`config.mk`:
```
export PLATFORM = sky130hd
export DESIGN_NAME = bcd_counter_2d
export DESIGN_NICKNAME = d
export VERILOG_FILES = /design/src/rtl/bcd_counter_2d.sv
export SDC_FILE = /design/constraint.sdc
export NUM_CORES = 1
export LEC_CHECK = 0
export CORE_MARGIN = 4
export CORE_UTILIZATION = 30
export DETAILED_ROUTE_END_ITERATION = 10
export SLEW_MARGIN = 20
export SYNTH_ARGS = -nofsm -noshare
export SYNTH_HDL_FRONTEND = slang
export SYNTH_SLANG_ARGS = --single-unit
```
`constraint.sdc`:
```
create_clock -name Clock -period 3.6 [get_ports Clock]
set_input_delay 0.72 -clock Clock [delete_from_list [all_inputs] [get_ports Clock]]
set_output_delay 0.72 -clock Clock [all_outputs]
set_load 0.005 [all_outputs]
```
`src/rtl/bcd_counter_2d.sv`:
```
// Two-digit packed-BCD up/down counter stepped by an internal prescaler.
// Q[3:0] is the ones digit, Q[7:4] the tens digit; Tick/Carry are registered step pulses.
module bcd_counter_2d #(
    parameter int CLK_HZ  = 50000000,
    parameter int STEP_HZ = 1
) (
    input  logic       Clock,
    input  logic       Resetn,
    input  logic       En,
    input  logic       Up,
    input  logic       Load,
    input  logic [7:0] D,
    output logic [7:0] Q,
    output logic       Tick,
    output logic       Carry
);
    localparam int             DIV       = CLK_HZ / STEP_HZ;
    localparam int             PW        = (DIV > 2) ? $clog2(DIV) : 1;
    localparam logic [PW-1:0]  PRESC_MAX = PW'(DIV - 1);

    logic [PW-1:0] r_presc;
    logic [3:0]    r_ones;
    logic [3:0]    r_tens;
    logic          r_tick;
    logic          r_carry;

    logic [3:0]    w_ones_nx;
    logic [3:0]    w_tens_nx;
    logic          w_wrap;
    logic          w_step;

    function automatic logic [3:0] bcd_clip(input logic [3:0] d);
        return (d > 4'd9) ? 4'd0 : d;
    endfunction

    assign w_step = En && !Load && (r_presc == PRESC_MAX);

    // Value Q would take if a step happened now, in the direction Up selects.
    always_comb begin
        w_ones_nx = r_ones;
        w_tens_nx = r_tens;
        w_wrap    = 1'b0;
        if (Up) begin
            if (r_ones == 4'd9) begin
                w_ones_nx = 4'd0;
                if (r_tens == 4'd9) begin
                    w_tens_nx = 4'd0;
                    w_wrap    = 1'b1;
                end else begin
                    w_tens_nx = r_tens + 4'd1;
                end
            end else begin
                w_ones_nx = r_ones + 4'd1;
            end
        end else begin
            if (r_ones == 4'd0) begin
                w_ones_nx = 4'd9;
                if (r_tens == 4'd0) begin
                    w_tens_nx = 4'd9;
                    w_wrap    = 1'b1;
                end else begin
                    w_tens_nx = r_tens - 4'd1;
                end
            end else begin
                w_ones_nx = r_ones - 4'd1;
            end
        end
    end

    always_ff @(posedge Clock or negedge Resetn) begin
        if (!Resetn) begin
            r_presc <= '0;
            r_ones  <= 4'd0;
            r_tens  <= 4'd0;
            r_tick  <= 1'b0;
            r_carry <= 1'b0;
        end else if (Load) begin
            // Non-decimal switch digits are forced to zero so Q stays valid BCD.
            r_presc <= '0;
            r_ones  <= bcd_clip(D[3:0]);
            r_tens  <= bcd_clip(D[7:4]);
            r_tick  <= 1'b0;
            r_carry <= 1'b0;
        end else begin
            r_tick  <= w_step;
            r_carry <= w_step && w_wrap;
            if (w_step) begin
                r_presc <= '0;
                r_ones  <= w_ones_nx;
                r_tens  <= w_tens_nx;
            end else if (En) begin
                r_presc <= r_presc + 1'b1;
            end
        end
    end

    assign Q     = {r_tens, r_ones};
    assign Tick  = r_tick;
    assign Carry = r_carry;
endmodule

```
==> results.json <==
{
  "stdcell_area_mm2": 0.00262,
  "seq_area_frac_synth": 0.404,
  "setup_viol": 0,
  "ir_drop_v": 0.000177,
  "clk_path_buf_depth": 2,
  "ys.flop_type": "dfrtp_1",
  "post_cts_buffers": 0,
  "diodes": 0,
  "crit_fanout": 11,
  "postSynthCellCount": 259,
  "clock_skew_ns": 0.00561,
  "p_leak_nw": 1.06,
  "cts.sink_count": 36,
  "die_h_um": 94.3,
  "finalNonFillerCells": 378,
  "fp.dieW_um": 94.3,
  "tightest_slew_ns": 0.802,
  "sw_frac_of_total": 0.282,
  "ctsHoldBuffers": 0,
  "cts_tree": "done",
  "wl_per_cell_um": 13.7,
  "worstRegToRegCells": 6,
  "io_pins": 23,
  "max_freq_ghz": 0.382,
  "reg2reg_slack_ns": 1.41,
  "numCtsBuffers": 5,
  "synthArstFlopShare": 1.00,
  "drtIter0Drc": 98,
  "p_switching_uw": 251,
  "antenna_left": 0,
  "rows": 31,
  "viasPerCell": 5.11,
  "ctsResizeCount": 0,
  "placed_cell_area_mm2": 0.00255,
  "grt_max_degree": 37,
  "synth_seq_cells": 36,
  "fin_crit_ns": 2.62,
  "p_comb_frac": 0.177,
  "power.internal_uw": 637,
  "final_max_slew_viol_count": 0,
  "drive_above_1_share": 0.0896,
  "h-tree-depth": 2,
  "synth_edf_count": 0,
  "dpl.hpwl_um": 3630,
  "core-area_mm2": 0.00725,
  "status": "finished clean",
  "syn_area_per_cell_um2": 8.62,
  "start_util": 0.308,
  "numPortBuffers": 22,
  "syn_to_final_growth_pct": 17.5,
  "hold_violations": 0,
  "critPathArrivalTime_ns": 2.79,
  "drv_cap": 0,
  "antenna_found_initial": 0,
  "final_nets": 293,
  "die_area_mm2": 0.00888,
  "max_slew_margin": 0.465,
  "syn-cell-area_mm2": 0.00223,
  "ys_types": 51,
  "worstHoldPathType": "input pin to async pin",
  "power_frac_seq": 0.524,
  "critPathLaunchType": "input pin",
  "routabilityCongestion": 0.789,
  "clkLatencyLatePin_ns": 0.29,
  "route.vias.total": 1930,
  "drt-total-wl_um": 5160,
  "setup-tns-final_ns": 0,
  "dp_cells": 371,
  "syn-num-nets": 273,
  "cp-end-kind": "flip-flop",
  "clockRootBuffer": "clkbuf_8",
  "yosysWarnings": 0,
  "crit_type": "input pin to flip-flop",
  "grt_overflow": 0,
  "powerDensity_mw_per_mm2": 338,
  "pwr-share-clk": 0.299,
  "path_clk_slew_ns": 0.07,
  "rsz0062_at_grt": "no",
  "p_total_uw": 888,
  "crit_required_ns": 3.77,
  "grt_usage": 0.124,
  "grt_pass1_wl_um": 8720,
  "drc": 0,
  "grt_pass1_vias": 1776,
  "dr.pass1.iters": 4,
  "fin_crit_sh": 0.728
}
==> path summary, 6_finish.rpt <==
path / from / endpoint
max: En / r_presc[24]
min: Resetn / r_presc[8]
max reg2reg: r_presc[10] / r_tens[1]
min reg2reg: r_presc[23] / r_presc[23]
max in group asynchronous: Resetn / Carry
min in group Clock: r_presc[23] / r_presc[23]
==> through the flow <==
step | hold WS, ns | setup WS, ns | util
finish | 0.517 | 0.979 | 0.362
detailed placement | 0.541 | 0.688 | 0.351
CTS | 0.552 | 0.986 | 0.362
floorplan | 0.424 | 1.24 | -
global placement | 0.526 | 0.734 | 0.351
global route | 0.574 | 0.874 | 0.362
==> kinds of logic after synthesis <==
| logic type | Yosys count | synth area share |
|---|---|---|
| multiplexers | 4 | 0.0191 |
| XOR/XNOR | 25 | 0.0981 |
| AO/OA/AOI/OAI | 46 | 0.127 |
| AND/OR/NAND/NOR | 126 | 0.305 |
| buffers and inverters | 21 | 0.0415 |
| adder cells (fa/ha/maj) | 1 | 0.00560 |
| flip-flops | 36 | 0.404 |
==> routing by layer <==
metal  wire length (um)  GRT usage  part of all wire
met1               2550      0.171              0.49
met2               2330      0.184              0.45
met3                162     0.0313             0.031
met4                115     0.0493             0.022
met5                  0          0                 0
==> critical path, cell delays in order <==
cell and delay [ns]:
clkdlybuf4s50_1 0.49, buf_4 0.18, o21ai_0 0.10, buf_4 0.15, or4_4 0.45, nor4_1 0.33
nand3_1 0.16, xor2_1 0.16, nor2_1 0.05
==> synth_stat cells (2+ instances only) <==
master,count,area share
a31oi_1,5,0.014
nor3_1,8,0.018
nand4_1,5,0.014
mux2i_1,2,0.0090
nor2b_1,2,0.0056
nor2_1,46,0.077
xor2_1,12,0.047
clkbuf_1,8,0.013
inv_1,6,0.010
buf_2,2,0.0045
nand2b_1,4,0.011
or4_4,2,0.010
o21ai_0,15,0.034
nor4_4,2,0.019
nand3_1,14,0.031
nand3b_1,3,0.010
mux2_2,2,0.010
and2_1,2,0.0056
nand2_1,18,0.030
buf_1,3,0.0050
xnor2_1,13,0.051
a2111oi_0,2,0.0078
dfrtp_1,36,0.40
a21oi_1,10,0.022
o22ai_1,2,0.0056
o31ai_1,2,0.0067
nor4_1,4,0.011
and3_1,6,0.017
==> sequential cells by signal (all words and copies together) (netlist names) <==
signal   count
r_presc     26
r_ones       4
r_tens       4
Carry        1
Tick         1
==> final cells by class <==
cell class	instances	area [um2]
clock inverters	1	5.00
inverters	6	22.5
clock buffers	6	72.6
multi-input cells	202	1240
repair buffers	28	260
fillers	755	4630
flip-flops and latches	36	901
well taps	99	124
==> power groups by stage <==
| stage | Combinational [mW] | Sequential [mW] | Clock [mW] |
|---|---|---|---|
| 2_1_floorplan | 0.115 | 0.444 | 0 |
| 3_3_place_gp | 0.158 | 0.472 | 0 |
| 3_5_place_dp | 0.159 | 0.472 | 0 |
| 4_1_cts | 0.160 | 0.465 | 0.276 |
| 5_1_grt | 0.176 | 0.471 | 0.294 |
| 6_report | 0.157 | 0.465 | 0.266 |
==> cells in the final DEF, fill, tap and decap left out, types with 3 or more instances in the layout <==
cell type,n
a21oi_1,10
a31oi_1,5
and3_1,6
buf_4,6
clkbuf_8,5
clkdlybuf4s50_1,21
dfrtp_1,36
inv_1,6
nand2_1,18
nand2b_1,4
nand3_1,14
nand3b_1,3
nand4_1,5
nor2_1,46
nor3_1,8
nor4_1,4
o21ai_0,15
xnor2_1,13
xor2_1,12
Note: power is estimated with default switching activity, not from simulation.
